==> src/rtl/wb_arbiter.sv <==
// Writeback arbiter: merges pipeline, LSU and MDU results onto the single GPR
// write port and tracks registers with outstanding long-latency writes.
module wb_arbiter #(
  parameter int WORD_WIDTH     = 32,
  parameter int GPR_ADDR_WIDTH = 5,
  parameter int GPR_NUM        = 32
) (
  input  logic                      clk,
  input  logic                      rst,
  input  logic                      pipe_we,
  input  logic [GPR_ADDR_WIDTH-1:0] pipe_addr,
  input  logic [WORD_WIDTH-1:0]     pipe_data,
  input  logic                      lsu_valid,
  input  logic [GPR_ADDR_WIDTH-1:0] lsu_addr,
  input  logic [WORD_WIDTH-1:0]     lsu_data,
  output logic                      lsu_ready,
  input  logic                      mdu_valid,
  input  logic [GPR_ADDR_WIDTH-1:0] mdu_addr,
  input  logic [WORD_WIDTH-1:0]     mdu_data,
  output logic                      mdu_ready,
  input  logic                      issue_valid,
  input  logic [GPR_ADDR_WIDTH-1:0] issue_addr,
  input  logic [GPR_ADDR_WIDTH-1:0] rs1_addr,
  input  logic [GPR_ADDR_WIDTH-1:0] rs2_addr,
  output logic                      rs1_busy,
  output logic                      rs2_busy,
  output logic                      we_,
  output logic [GPR_ADDR_WIDTH-1:0] wr_addr,
  output logic [WORD_WIDTH-1:0]     wr_data
);

  typedef enum logic {PREF_LSU = 1'b0, PREF_MDU = 1'b1} rr_t;

  rr_t                       rr_q, rr_d;
  logic                      claim_p0;
  logic                      grant_lsu_p0;
  logic                      grant_mdu_p0;
  logic                      sel_vld_p0;
  logic [GPR_ADDR_WIDTH-1:0] sel_addr_p0;
  logic [WORD_WIDTH-1:0]     sel_data_p0;
  logic [GPR_NUM-1:0]        busy_q, busy_d, busy_set, busy_clr;

  always_ff @(posedge clk) begin
    if (rst) rr_q <= PREF_LSU;
    else     rr_q <= rr_d;
  end

  // Pipeline results never stall, so long-latency sources only get idle cycles.
  always_comb begin
    rr_d         = rr_q;
    grant_lsu_p0 = 1'b0;
    grant_mdu_p0 = 1'b0;
    claim_p0     = pipe_we && (pipe_addr != '0);
    if (!rst && !claim_p0) begin
      if (lsu_valid && (!mdu_valid || rr_q == PREF_LSU)) grant_lsu_p0 = 1'b1;
      else if (mdu_valid)                                 grant_mdu_p0 = 1'b1;
    end
    if (grant_lsu_p0)      rr_d = PREF_MDU;
    else if (grant_mdu_p0) rr_d = PREF_LSU;
  end

  assign lsu_ready = grant_lsu_p0;
  assign mdu_ready = grant_mdu_p0;

  always_comb begin
    sel_vld_p0  = 1'b0;
    sel_addr_p0 = pipe_addr;
    sel_data_p0 = pipe_data;
    if (claim_p0) begin
      sel_vld_p0 = 1'b1;
    end else if (grant_lsu_p0) begin
      sel_vld_p0  = (lsu_addr != '0);
      sel_addr_p0 = lsu_addr;
      sel_data_p0 = lsu_data;
    end else if (grant_mdu_p0) begin
      sel_vld_p0  = (mdu_addr != '0);
      sel_addr_p0 = mdu_addr;
      sel_data_p0 = mdu_data;
    end
  end

  // ---- p0 -> p1: registered GPR write port ----
  always_ff @(posedge clk) begin
    if (rst) begin
      we_     <= 1'b1;
      wr_addr <= '0;
      wr_data <= '0;
    end else begin
      we_ <= !sel_vld_p0;
      if (sel_vld_p0) begin
        wr_addr <= sel_addr_p0;
        wr_data <= sel_data_p0;
      end
    end
  end

  // A new issue to the register being retired must win, hence set after clear.
  always_comb begin
    busy_set = '0;
    busy_clr = '0;
    if (issue_valid && issue_addr != '0) busy_set[issue_addr] = 1'b1;
    if (grant_lsu_p0)                    busy_clr[lsu_addr]   = 1'b1;
    if (grant_mdu_p0)                    busy_clr[mdu_addr]   = 1'b1;
    busy_d = (busy_q & ~busy_clr) | busy_set;
  end

  always_ff @(posedge clk) begin
    if (rst) busy_q <= '0;
    else     busy_q <= busy_d;
  end

  assign rs1_busy = (rs1_addr != '0) && busy_q[rs1_addr];
  assign rs2_busy = (rs2_addr != '0) && busy_q[rs2_addr];

endmodule

==> config.mk <==
export PLATFORM = sky130hd
export DESIGN_NAME = wb_arbiter
export DESIGN_NICKNAME = d
export VERILOG_FILES = /design/src/rtl/wb_arbiter.sv
export SDC_FILE = /design/constraint.sdc
export NUM_CORES = 1
export LEC_CHECK = 0
export BUFFER_PORTS_ARGS = -buffer_cell sky130_fd_sc_hd__clkbuf_2
export CAP_MARGIN = 20
export CORE_MARGIN = 1
export CORE_UTILIZATION = 34
export DETAILED_ROUTE_END_ITERATION = 12
export GPL_TIMING_DRIVEN = 0
export PLACE_DENSITY = 0.67
export REMOVE_ABC_BUFFERS = 1
export SLEW_MARGIN = 20
export SYNTH_ARGS = -nofsm -noshare
export SYNTH_HDL_FRONTEND = slang
export SYNTH_SLANG_ARGS = --single-unit
==> constraint.sdc <==
create_clock -name clk -period 4.48 [get_ports clk]
set_input_delay 0.224 -clock clk [delete_from_list [all_inputs] [get_ports clk]]
set_output_delay 0.224 -clock clk [all_outputs]
set_load 0.05 [all_outputs]
==> results.sh, run 1 <==
export IMPL_outcome="finished, final reports clean"
export IMPL_insertion_delay_ps=330
export IMPL_cts_max_level=3
export IMPL_hold_viol_final=0
export IMPL_clk_pin_slew_worst_paths_ps=60
export IMPL_period_share=0.629
export IMPL_netlist_area_sq_um=4310
export IMPL_finalWorstSetupSlack_ps=1660
export IMPL_cts_buffer_depth=2
export IMPL_leakagePower_nw=2.37
export IMPL_top_layer_used="met4"
export IMPL_cp_top_family="compound AO/OA/AOI/OAI gates"
export IMPL_syn_area_per_cell_sq_um=8.52
export IMPL_dp_slack_ps=1030
export IMPL_first_pass_iters=4
export IMPL_syn_to_final_growth_pct=28.2
export IMPL_clkSinkCount=70
export IMPL_wl_met3_um=1570
export IMPL_cts_buffers=9
export IMPL_layout_drive_gt1_share=0.366
export IMPL_groute_usage_overall=0.227
export IMPL_r2r_cells=5
export IMPL_ir_drop_mv=0.139
export IMPL_fin_crit_ps=2820
export IMPL_synth_seq_cells=70
export IMPL_synth_ff_type="dfxtp_1"
export IMPL_critPathBufInv=1
export IMPL_critPathRequiredTime_ps=4680
export IMPL_placed_area_sq_um=5250
export IMPL_nets=777
export IMPL_die_w_um=115
export IMPL_ys_seq_area_frac=0.325
export IMPL_cap_violations=0
export IMPL_powerDensity_nw_per_um2=324
export IMPL_slowest_stage="a21o_2"
export IMPL_worst_pin_slew_ps=1100
export IMPL_die_area_sq_um=13100
export IMPL_grt_overflow=0
export IMPL_dp_hpwl_um=10700
export IMPL_final_setup_tns_ps=0
export IMPL_clock_skew_final_ps=4.00
export IMPL_start_kind="primary input"
export IMPL_holdPathStages=3
export IMPL_initialDrtViolationCount=381
export IMPL_synth_edf_count=0
export IMPL_row_count=40
export IMPL_grt_pass1_vias=4561
export IMPL_ys_warn_count=0
export IMPL_crit_fanout=52
export IMPL_post_cts_resized=0
export IMPL_slew_violations=0
export IMPL_antenna_found_initial=0
export IMPL_dr_wl_met2_um=6990
export IMPL_cts_root_buffer="clkbuf_16"
export IMPL_grt_first_pass_wirelength_um=23100
export IMPL_setup_violations=0
export IMPL_synthArstFlopShare=0
export IMPL_path_depth=6
export IMPL_drcViolationCount=0
export IMPL_wl_met1_um=5810
export IMPL_ys_types=55
export IMPL_antennaDiodeCount=0
export IMPL_max_stage_delay_ps=660
export IMPL_fmax_mhz=355
export IMPL_syn_inst=506
export IMPL_initial_core_util=0.353
export IMPL_vias=4754
export IMPL_grt_setup_unrepaired="no"
export IMPL_cpMostUsedCell="o22ai_1"
export IMPL_globalplace_congestion=0.883
export IMPL_end_kind="flop"
export IMPL_crit_arrival_ps=3020
export IMPL_holdWs_ps=192
export IMPL_stdcell_area_sq_um=5530
export IMPL_path_cells="clkbuf_2 > nor3_1 > a21o_2 > nand4_1 > o22ai_1 > o22ai_1"
export IMPL_wire_per_inst_um=18.1
export IMPL_ant_nets=0
export IMPL_tritoncts="yes"
export IMPL_slew_headroom=0.269
export IMPL_path_class="primary input to flop"
export IMPL_cts_setup_buffers=0
export IMPL_port_buffers=173
export IMPL_grt_max_degree=53
export IMPL_hold_path_class="primary input to flop"
export IMPL_core_sq_um=12200
export IMPL_vias_per_cell=5.81
export IMPL_wl_um=14800
export IMPL_die_h_um=115
export IMPL_ctsHoldBuffers=0
export IMPL_boundaryPins=174
## power breakdown
part / switching (mW) / leakage (nW) / internal (mW)
clock: 0.277 / 0.130 / 0.386
combinational: 0.297 / 1.66 / 0.153
sequential: 0.0212 / 0.574 / 0.659
total: 0.594 / 2.37 / 1.20
## cell usage in the layout, fill, tap and decap left out, types with 5 or more instances in the layout
| master | n |
|---|---|
| a211o_1 | 6 |
| a21o_1 | 6 |
| a21oi_1 | 42 |
| a221oi_1 | 6 |
| a22o_1 | 33 |
| a31oi_1 | 7 |
| a32o_1 | 7 |
| clkbuf_16 | 9 |
| clkbuf_2 | 173 |
| dfxtp_1 | 70 |
| inv_1 | 9 |
| mux4_2 | 18 |
| nand2_1 | 23 |
| nand2b_1 | 16 |
| nand3_1 | 7 |
| nor2_1 | 53 |
| nor2b_1 | 12 |
| nor3_1 | 7 |
| nor3b_1 | 5 |
| o21ai_0 | 11 |
| o22ai_1 | 52 |
| or2_2 | 5 |
| or3b_2 | 5 |
## through the flow
stage	util	power [mW]	std cells
floorplan	-	0.963	456
global placement	0.424	1.13	797
detailed placement	0.430	1.14	802
CTS	0.453	1.80	818
global route	0.453	1.87	818
finish	0.453	1.79	818
## cell families (layout without fill, tap and decap cells)
group / Yosys count / in the layout / share of synthesized area
and+or+nand+nor: 163 / 163 / 0.202
AOI/OAI and AO/OA: 191 / 191 / 0.311
muxes: 23 / 23 / 0.106
DFF: 70 / 70 / 0.325
buffers and inverters: 59 / 203 / 0.0557
## worst paths after layout
check / from / end / slack, ps
hold / removal: pipe_data[0] / wr_data[0] / 190
hold reg to reg: wr_data[12] / wr_data[12] / 450
setup reg to reg: rr_q / busy_q[21] / 1980
setup / recovery: rst / busy_q[7] / 1660
## per-layer routing
| metal | track usage | vias up |
|---|---|---|
| met5 | 0 | - |
| met2 | 0.366 | 295 |
| met4 | 0.0996 | 0 |
| li1 | - | 2217 |
| met3 | 0.0656 | 32 |
| met1 | 0.282 | 2210 |
## flip-flops by register name, summed over array words and instances, names as in the netlist
register / flops
wr_addr: 5
wr_data: 32
busy_q: 31
we_: 1
rr_q: 1
## tightest hold or removal path: stages
cell and delay, ps:
clkbuf_2 80, inv_1 40, o311ai_0 120
## cell type report
type	instances	area, sq um
repair buffers	178	906
well taps	168	210
clock buffers	10	239
multi-input cells	377	2700
clock inverters	6	37.5
inverters	9	33.8
fillers	1249	6680
flip-flops and latches	70	1400
## cells in the mapped netlist (all sizes together), types with 7 or more instances
cell type	count	area [sq um]
a21oi	44	224
nand2	23	86.3
a32o	7	70.1
nor3	7	35.0
clkbuf	39	146
o22ai	52	325
mux4	18	405
a21o	7	52.6
buf	11	60.1
nand3	7	35.0
o21ai	11	55.1
inv	9	33.8
a31oi	7	43.8
nor2b	12	75.1
dfxtp	70	1400
nor2	54	203
nand2b	17	106
a22o	33	289
Note: power is estimated with default switching activity, not from simulation.
==> inputs of run 2 (changes only) <==
==> constraint.sdc (replaced) <==
create_clock -name clk -period 2.6 [get_ports clk]
set_input_delay 0.13 -clock clk [delete_from_list [all_inputs] [get_ports clk]]
set_output_delay 0.13 -clock clk [all_outputs]
set_load 0.05 [all_outputs]
==> results.sh, run 2 (synthesis gave the netlist of run 1 again) <==
export IMPL_holdWs_ps=98.2
export IMPL_vias_per_cell=5.81
export IMPL_place_inst=802
export IMPL_largest_reg_flops=32
export IMPL_first_pass_iters=5
export IMPL_fmax_mhz=416
export IMPL_drcViolationCount=0
export IMPL_power_mw=3.09
export IMPL_dp_slack_ps=-755
export IMPL_cts_max_level=3
export IMPL_ir_drop_mv=0.249
export IMPL_seqPwrFrac=0.379
export IMPL_initialDrtViolationCount=341
export IMPL_hold_viol_final=0
export IMPL_antennaDiodeCount=0
export IMPL_antenna_found_initial=0
export IMPL_clock_skew_final_ps=5.44
export IMPL_nFillCells=1240
export IMPL_layout_drive_gt1_share=0.369
export IMPL_p_sw_mw=1.03
export IMPL_wire_per_inst_um=18.2
export IMPL_clkSinkCount=70
export IMPL_cts_buffers=9
export IMPL_cp_top_family="simple AND/OR/NAND/NOR gates"
export IMPL_r2r_cells=5
export IMPL_die_area_sq_um=13100
export IMPL_p_int_mw=2.07
export IMPL_row_count=40
export IMPL_nets=777
export IMPL_seqCellArea_sq_um=1400
export IMPL_outcome="finished, final reports clean"
export IMPL_grt_first_pass_wirelength_um=23100
export IMPL_r2r_start="rr_q"
export IMPL_fin_crit_ps=2400
export IMPL_grt_max_degree=53
export IMPL_dp_hpwl_um=10700
export IMPL_worst_pin_slew_ps=1110
export IMPL_layout_cells_most_common="clkbuf_2"
export IMPL_slew_violations=0
export IMPL_die_w_um=115
export IMPL_pwr_share_comb=0.252
export IMPL_whs_endpoint="wr_data[0]"
export IMPL_hold_path_class="primary input to flop"
export IMPL_insertion_delay_ps=330
export IMPL_cap_violations=0
export IMPL_crit_fanout=42
export IMPL_slowest_stage="nor4_2"
export IMPL_tritoncts="yes"
export IMPL_cts_root_buffer="clkbuf_16"
export IMPL_clk_pin_slew_worst_paths_ps=60
export IMPL_mostFrequentLayoutCells="clkbuf_2, dfxtp_1, nor2_1, o22ai_1, a21oi_1"
export IMPL_holdPathStages=3
export IMPL_r2r_setup_slack_ps=200
export IMPL_startpoint="rr_q"
export IMPL_path_cells="nor2b_1 > nand2b_2 > nor4_2 > a221oi_1 > a21o_1"
export IMPL_critPathBufInv=0
export IMPL_finalWorstSetupSlack_ps=195
export IMPL_reg_largest_list="wr_data: 32 flops, busy_q: 31 flops, wr_addr: 5 flops"
export IMPL_multi_input_area_sq_um=2730
export IMPL_start_kind="flop"
export IMPL_port_buffers=173
export IMPL_critPathRequiredTime_ps=2830
export IMPL_crit_arrival_ps=2640
export IMPL_netSwitchingFraction=0.332
export IMPL_largest_register="wr_data"
export IMPL_groute_usage_overall=0.227
export IMPL_ctsHoldBuffers=0
export IMPL_vias=4749
export IMPL_instances_no_fill=818
export IMPL_globalplace_congestion=0.883
export IMPL_ant_nets=0
export IMPL_path_class="flop to flop"
export IMPL_wl_um=14900
export IMPL_timing_rr_end="busy_q[10]"
export IMPL_grt_overflow=0
export IMPL_cts_buffer_depth=2
export IMPL_initial_core_util=0.353
export IMPL_p_clk_frac=0.369
export IMPL_syn_to_final_growth_pct=28.9
export IMPL_period_share=0.925
export IMPL_slew_headroom=0.259
export IMPL_grt_pass1_vias=4565
export IMPL_final_setup_tns_ps=0
export IMPL_worstHoldStart="pipe_data[0]"
export IMPL_powerDensity_nw_per_um2=557
export IMPL_core_sq_um=12200
export IMPL_boundaryPins=174
export IMPL_end_kind="flop"
export IMPL_die_h_um=115
export IMPL_max_stage_delay_ps=830
export IMPL_setup_violations=0
export IMPL_grt_setup_unrepaired="no"
export IMPL_leakagePower_nw=2.37
[run 2: power by group through the flow]
stage                     logic [mW]  clock network (mW)  registers (mW)
after global placement         0.753                   0            1.19
after CTS                      0.772                1.16            1.17
after global routing           0.833                1.22            1.18
after floorplan                0.283                   0            1.38
final                          0.781                1.14            1.17
after detailed placement       0.772                   0            1.19
[run 2: worst max-delay path by stage]
stage | endpoint | slack, ps | depth (start not counted)
2_1_floorplan | wr_addr[0] | -290 | 5
3_3_place_gp | wr_data[17] | -1170 | 5
3_5_place_dp | busy_q[27] | -760 | 6
4_1_cts | busy_q[7] | 4 | 6
5_1_grt | wr_data[29] | 20 | 6
6_report | busy_q[10] | 200 | 5
[run 2: area by class of cell]
cell class              count  share of cell area
well taps                 168              0.0378
multi-input cells         377               0.491
clock buffers              10              0.0430
clock inverters             6             0.00675
repair buffers            178               0.163
inverters                   9             0.00608
flip-flops and latches     70               0.252
[run 2: timing repair]
action                                  in CTS  in global routing
pin swaps                                    0                  0
setup buffers                                0                  0
endpoints found under the setup margin      23                 27
gates resized for setup                      1                  5
[run 2: routing by layer]
layer  GRT usage  wire (um)
met5           0          0
met4      0.0996        414
met3      0.0656       1590
met2       0.367       7040
met1       0.282       5830
[run 2: metrics by stage]
step,utilization,instance area [sq um]
2_1_floorplan,-,4110
3_3_place_gp,0.424,5180
3_5_place_dp,0.430,5250
4_1_cts,0.453,5530
5_1_grt,0.455,5560
6_report,0.455,5560
[run 2: tightest hold or removal path, cell delays in order]
cell and delay, ps:
clkbuf_2 80, inv_1 40, o311ai_0 120
